File: src/rtl/fifo_stream_reader.sv
// ---------------------------------------------------------------------------
// fifo_stream_reader
//
// Read-side drain engine for the team's synchronous FIFO. It pops words
// through the FIFO's rinc/rempty/rdata port and absorbs the RAM's one-cycle
// read latency in a 3-entry prefetch buffer. The words are then presented as
// a valid/ready stream at up to one word per clock.
//
// The pop request depends only on registered state, rempty and reset. There
// is no combinational path from m_ready to fifo_rinc.
//
// Optional feature macro: FIFO_READER_LAST_EN
//   defined   : an 8-bit packet counter drives m_last on every PKT_LEN-th word
//   undefined : m_last is tied low and no counter is built
//
// Parameters
//   WIDTH    data width, must match the FIFO
//   PKT_LEN  words per packet for m_last (1..256)
//
// Ports
//   clk          in   single clock, shared with the FIFO
//   rst_n        in   synchronous active-low reset
//   fifo_rempty  in   FIFO empty flag
//   fifo_rinc    out  pop request to the FIFO
//   fifo_rdata   in   FIFO read data, valid the cycle after an honoured pop
//   m_valid      out  stream data valid
//   m_ready      in   downstream accept
//   m_data       out  stream data (0 while m_valid is low)
//   m_last       out  final word of a packet
//   buf_cnt      out  prefetch buffer occupancy, 0..3
// ---------------------------------------------------------------------------
module fifo_stream_reader #(
   parameter int WIDTH   = 8,
   parameter int PKT_LEN = 4
) (
   input  logic             clk,
   input  logic             rst_n,
   input  logic             fifo_rempty,
   output logic             fifo_rinc,
   input  logic [WIDTH-1:0] fifo_rdata,
   output logic             m_valid,
   input  logic             m_ready,
   output logic [WIDTH-1:0] m_data,
   output logic             m_last,
   output logic [1:0]       buf_cnt
);

   if (PKT_LEN < 1 || PKT_LEN > 256) begin : g_bad_pkt_len
      $error("fifo_stream_reader: PKT_LEN must be in 1..256");
   end

   logic [WIDTH-1:0] buf_mem [3];
   logic [1:0]       wr_ptr;
   logic [1:0]       rd_ptr;
   logic             inflight;   // a pop was honoured last cycle; rdata is live
   logic             capture;
   logic             handshake;
   logic [2:0]       committed;  // buffered words plus the word in flight

   // Pointers walk 0,1,2,0,... over the three buffer entries.
   function automatic logic [1:0] ptr_inc(input logic [1:0] p);
      return (p == 2'd2) ? 2'd0 : p + 2'd1;
   endfunction

   // Never ask for a word that might not fit. Every honoured pop already has
   // a free slot reserved, so the buffer cannot overflow.
   always_comb begin
      committed = {1'b0, buf_cnt} + {2'b00, inflight};
      fifo_rinc = rst_n && !fifo_rempty && (committed < 3'd3);
   end

   assign capture   = inflight;
   assign m_valid   = (buf_cnt != 2'd0);
   assign handshake = m_valid && m_ready;
   assign m_data    = m_valid ? buf_mem[rd_ptr] : '0;

   // NOTE: state registers use non-blocking assignments so every flop samples
   // the pre-edge values of its neighbours, whatever the order of the blocks.
   always_ff @(posedge clk) begin
      if (!rst_n) begin
         wr_ptr   <= 2'd0;
         rd_ptr   <= 2'd0;
         buf_cnt  <= 2'd0;
         inflight <= 1'b0;
      end else begin
         // fifo_rinc already includes !fifo_rempty, so it marks an honoured pop.
         inflight <= fifo_rinc;
         if (capture)   wr_ptr <= ptr_inc(wr_ptr);
         if (handshake) rd_ptr <= ptr_inc(rd_ptr);
         // A capture and a handshake in the same cycle leave the count unchanged.
         case ({capture, handshake})
            2'b10:   buf_cnt <= buf_cnt + 2'd1;
            2'b01:   buf_cnt <= buf_cnt - 2'd1;
            default: buf_cnt <= buf_cnt;
         endcase
      end
   end

   // NOTE: the buffer storage has no reset. An entry is only visible once it
   // is written and counted in buf_cnt, and m_data is forced to 0 while empty.
   always_ff @(posedge clk) begin
      if (rst_n && capture) begin
         buf_mem[wr_ptr] <= fifo_rdata;
      end
   end

`ifdef FIFO_READER_LAST_EN
   localparam logic [7:0] LAST_IDX = 8'(PKT_LEN - 1);

   logic [7:0] pkt_cnt;   // position of the current head word within its packet

   always_ff @(posedge clk) begin
      if (!rst_n) begin
         pkt_cnt <= 8'd0;
      end else if (handshake) begin
         pkt_cnt <= (pkt_cnt == LAST_IDX) ? 8'd0 : pkt_cnt + 8'd1;
      end
   end

   assign m_last = m_valid && (pkt_cnt == LAST_IDX);
`else
   assign m_last = 1'b0;
`endif

endmodule

File: config.mk
export PLATFORM = sky130hd
export DESIGN_NAME = fifo_stream_reader
export DESIGN_NICKNAME = d
export VERILOG_FILES = /design/src/rtl/fifo_stream_reader.sv
export SDC_FILE = /design/constraint.sdc
export NUM_CORES = 1
export LEC_CHECK = 0
export CORE_UTILIZATION = 54
export DETAILED_ROUTE_END_ITERATION = 8
export GPL_TIMING_DRIVEN = 1
export PLACE_DENSITY_LB_ADDON = 0.1
export RECOVER_POWER = 25
export SLEW_MARGIN = 5
export SYNTH_ARGS = -nofsm -noshare
export SYNTH_HDL_FRONTEND = slang
export SYNTH_SLANG_ARGS = --single-unit
File: constraint.sdc
create_clock -name clk -period 3.4 [get_ports clk]
set_input_delay 0.68 -clock clk [delete_from_list [all_inputs] [get_ports clk]]
set_output_delay 0.68 -clock clk [all_outputs]
set_load 0.005 [all_outputs]
-- Word level (Yosys, flattened, before mapping)
Memory sizes are Yosys's and may differ from the RTL's. A register that Yosys moved wholly into a read port is not among the register bits.
Cells that the tools add are included.
- bits in registers: 7
- bits in writable memories: 24
- bits of input ports: 12
- output and inout port bits: 13
- word-level logic and storage cells: 30
- memories: 1
- memory list (memory ; words ; width ; rd ports ; clocked after Yosys merged registers in ; wr ports ; line ; RTL):
    buf_mem ; 3 ; 8 ; 1 ; 1 ; 1 ; 52 ; logic [WIDTH-1:0] buf_mem [3];
- $add $sub $neg: 5
- magnitude comparators: 1
- equal/unequal tests: 4
- multiplexer cells: 8
- reduce and logical (&&, ||, !) cells: 7
- operators with widths (kind ; count):
    two-way mux 2 bit ; 4
    two-way mux 8 bit ; 1
    adder 2 x 1 -> 2 bit (second input constant) ; 3
    equality test 2 bit (second input constant) ; 3
    logical AND 1 bit ; 4
    one-hot mux 2 bit (2 select lines) ; 1
    nonzero test 2 bit ; 2
    adder 2 x 1 -> 3 bit ; 1
    less-than comparator 3 x 2 -> 1 bit (second input constant) ; 1
    equality test 2 x 1 -> 1 bit (second input constant) ; 1
    two-way mux 1 bit ; 2
    subtractor 2 x 1 -> 2 bit (second input constant) ; 1
    logical NOT 1 bit ; 1

-- Logic depth before layout (Yosys ltp)
- word-level depth: 4
- depth in mapped cells: 6
- gate-level depth less buffers: 6

-- Least setup slack after synthesis
No wires, ideal clock.
- kind: input port to flip-flop
- from: input rst_n
- to: memory buf_mem[0][0], enable pin
- setup time: 0.395 ns
- data arrival time: 1.699 ns
- data required time: 3.005 ns
- setup slack: 1.306 ns
- cell stages on the path: 2
- path buffers: 0
- path through: clkinv_1 nor4_1
- longest elaborated chain between the ends: 3
- RTL lines (what ; line ; RTL):
    start, declared ; 37 ; input logic rst_n,
    logical AND 1 bit ; 102 ; if (rst_n && capture) begin
    two-way mux 1 bit ; 102 ;
    two-way mux 1 bit (implied by the code) ; 103 ; buf_mem[wr_ptr] <= fifo_rdata;
    end, declared ; 52 ;
Every way passes these cells.

-- Final worst setup path
- from: input rst_n
- to: output fifo_rinc
- longest elaborated chain between the ends: 2
- RTL lines (what ; line ; RTL):
    logical AND 1 bit (2 in a row) ; 69 ; fifo_rinc = rst_n && !fifo_rempty && (committed < 3'd3);
    end, declared ; 39 ; output logic fifo_rinc,
Every way passes these cells.

==> parameters.txt <==
Parameter                              Value

Timing
  Headroom to the max-slew limit ... between 50% and 60%
  Final period utilization ... roughly 88%
  RSZ-0062 raised after global routing ... no
  Final setup viols ... 0
  Maximum operating frequency ... approximately 0.34 GHz
  Worst Max-Slew Pin Slew ... 723 ps
  Number of failing hold endpoints at the final stage ... 0
  Post-route worst hold slack ... slightly above 500 ps
  Post-Route Setup TNS ... 0 ps
  Pins Over Slew Limit ... 0
  Final period demand of the worst path ... 2980 ps
  Worst clock skew ... between 9 and 10 ps

Floorplan
  Area of the core ... 2250 um^2
  Chip width ... 51.5 um
  Die area ... roughly 2700 um^2
  Die extent in y ... around 51 um
  Total number of placement rows ... 17
  Initial core utilization ... 58.7%
  Io pins ... 25

CTS
  CTS HTree Levels ... 2
  Number of buffers created by CTS ... 5
  CTS tree ... yes
  Number of buffers between clock root and the deepest sink ... 2
  Post-cts sizing count ... 0
  Clock edge transition at the registers on the reported setup and hold paths ... 100 ps
  Number of buffers inserted by post-CTS setup repair ... 0
  Clock Sinks ... 33
  Cell at the root of the clock tree ... clkbuf_4
  Count of hold buffers inserted by post-cts repair ... 0
  Clock Latency Late Sink ... 320 ps

Synthesis
  Mean area per synthesized cell ... 14.1 um^2
  Largest area contributor in the netlist ... edfxtp_1
  Count of distinct cell types in the synthesized netlist ... 25
  Synth Register Bits ... 33
  Top post-synthesis cells by count ... edfxtp_1 (24), nor2_1 (12), dfxtp_1 (9), mux2i_1 (9), mux2_2 (8)
  Main flop type after synthesis ... edfxtp_1
  Post-synthesis cell count ... 94
  Combinational family with the most area after synthesis ... multiplexers
  Proportion of synthesized chip area in sequential cells ... 68.1%
  FFs w/ async S/R, synth ... 0%
  Post-synthesis net count ... 109
  Area share of xor/xnor cells in the synthesized design ... 1.32%
  Complex-gate fraction of the synthesized area ... 3.78%
  Area of the mapped netlist ... 1320 um^2
  Library cell with the highest instance count after synthesis ... edfxtp_1
  Post-synthesis mux area share ... between 10% and 20%
  Post-synthesis adder-cell area fraction ... 2.84%
  Synth Area in Simple Gates ... 7.57%
  Syn. warnings ... 0
  Main area contributors after synthesis ... edfxtp_1 (54%), dfxtp_1 (14%), mux2i_1 (6.8%)
  Share of Yosys cell area claimed by the top area cell type ... 54.5%
  Number of synthesized flops with an enable pin ... 24

Setup path
  Dominant cell type by count on the critical path ... clkdlybuf4s50_1
  Critical path class ... primary input to output pin
  Slowest cell delay on critical path ... 580 ps
  Count of buffering cells on the critical path with inverters included ... 3
  WP data arrival ... between 2000 and 2500 ps
  Kind of launch point of the worst setup path ... primary input
  Slowest cell on the critical path ... clkdlybuf4s50_1
  Critical Path Sink Type ... output pin
  Data required time of the worst path ... 2720 ps
  Cell-by-cell trace of the critical path ... clkdlybuf4s50_1 -> clkinv_1 -> a2111oi_0 -> clkdlybuf4s50_1
  Critical path's top delay family ... buffers and inverters
  CP max FO ... 4

Detailed routing
  Amount of wire on met3 after detailed routing ... 151 um
  Met2 wire length ... 1.17 mm
  Aggregate routed wire length ... 2.26 mm
  Count of antenna-violating nets left after detailed routing ... 0
  Via count ... 820
  Metal-1 WL ... 896 um
  Routed WL per cell ... 14.7 um
  Drt pass-1 iters ... 6
  Remaining routing DRC violations ... 0
  Detailed-route vias per instance ... 5.36
  Highest metal layer used by the detailed router ... met4
  DRT iter0 DRCs ... 26

Global route
  Global-route wire length before repair ... 3.76 mm
  Vias in the first global route ... 851
  Pin count of the biggest net entering global routing ... 11
  Tot GR Track Use ... about a fifth
  Antenna violations before repair ... 0
  Total gr overflow ... 0

Power
  Sequential Power Share ... around 48%
  Switch Pwr ... 292 uW
  Pwr per Cell Area ... 632 nW/um^2
  Peak VDD IR ... 0.448 mV
  Clk pwr share ... 21.0%
  Switching portion of total power ... 27.9%
  Total internal power ... ~750 uW
  Static power due to leakage ... 0.000571 uW
  Design Power ... between 1000 and 1500 uW
  Share of total power in combinational logic ... 30.6%

Final layout
  Number of antenna diodes ... 0
  Final Cell Area ... 1650 um^2
  Total Nets Final ... 139
  Area grow syn2layout ... 24.9%
  Fraction of layout cells with a size suffix above 1 ... 14.4%
  Layout Utilization ... 73.3%

Job
  Number of maximum-capacitance violations ... 0

Placed design
  Quantity of I/O buffers inserted on ports ... 23
  Area of placed instances ... 1590 um^2
  Post-DP HPWL ... roughly 1.6 mm
  Final weighted congestion in routability-driven placement ... 0.666

Hold path
  Type of the tightest min-delay check ... register to register

Status
  Result of the run ... completed
## cell type report
| cell class | instances | area (um^2) |
|---|---|---|
| clock buffers | 8 | 58.8 |
| fillers | 164 | 603 |
| inverters | 4 | 15.0 |
| multi-input cells | 54 | 389 |
| flip-flops and latches | 33 | 901 |
| well taps | 28 | 35.0 |
| repair buffers | 26 | 253 |
## per-layer routing
layer	up-vias	GRT usage, %
met4	0	9.46
li1	400	-
met3	5	8.19
met5	-	0
met1	389	22.1
met2	26	36.4
## placed cells by master, fill, tap and decap left out
cell	n
a2111oi_0	2
a21oi_1	2
buf_4	3
clkbuf_1	2
clkbuf_4	5
clkbuf_8	1
clkdlybuf4s50_1	17
clkinv_1	1
conb_1	1
dfxtp_1	9
dlygate4sd3_1	6
edfxtp_1	24
ha_1	3
inv_1	3
mux2_2	8
mux2i_1	9
nand2_1	4
nand3_1	2
nor2_1	12
nor2b_1	1
nor3_1	1
nor4_1	1
o21ai_0	2
o21ai_1	1
o31ai_1	1
or2_2	1
or3_1	1
xnor2_1	1
xor2_1	1
## worst register-to-register path, stage by stage (launching register included)
cell and delay [ps]:
dfxtp_1 390, nor2b_1 210, nand2_1 100, nor2_1 520
## power by group through the flow
stage               sequential (uW)  clock (uW)  combinational [uW]
floorplan                       493           0                 169
global placement                511           0                 308
detailed placement              515           0                 323
CTS                             505         224                 325
global route                    510         241                 355
finish                          505         220                 320
## final timing paths
kind                            startpoint             to  slack (ps)  depth (start not counted)
worst max register to register     capture  buf_mem[1][5]        1810                          3
worst max-delay path                 rst_n      fifo_rinc         420                          4
worst min register to register   rd_ptr[1]       register         510                          2
worst min-delay path             rd_ptr[1]       register         510                          2
## registers in the layout, summed over array words and instances, names as in the netlist, named ones only
signal and count:
buf_cnt 2, buf_mem 24, capture 1, rd_ptr 2
wr_ptr 2
## cell families after synthesis
group,Yosys count
flip-flops,33
buffers and inverters,7
other,1
XOR/XNOR,2
multiplexers,17
AO/OA/AOI/OAI,8
adder cells (fa/ha/maj),3
AND/OR/NAND/NOR,23
## stage by stage
step	instances	setup slack, ps
detailed placement	145	433
floorplan	94	1310
global route	153	324
finish	153	423
CTS	153	398
global placement	145	498
(Power assumes the default switching activity.)
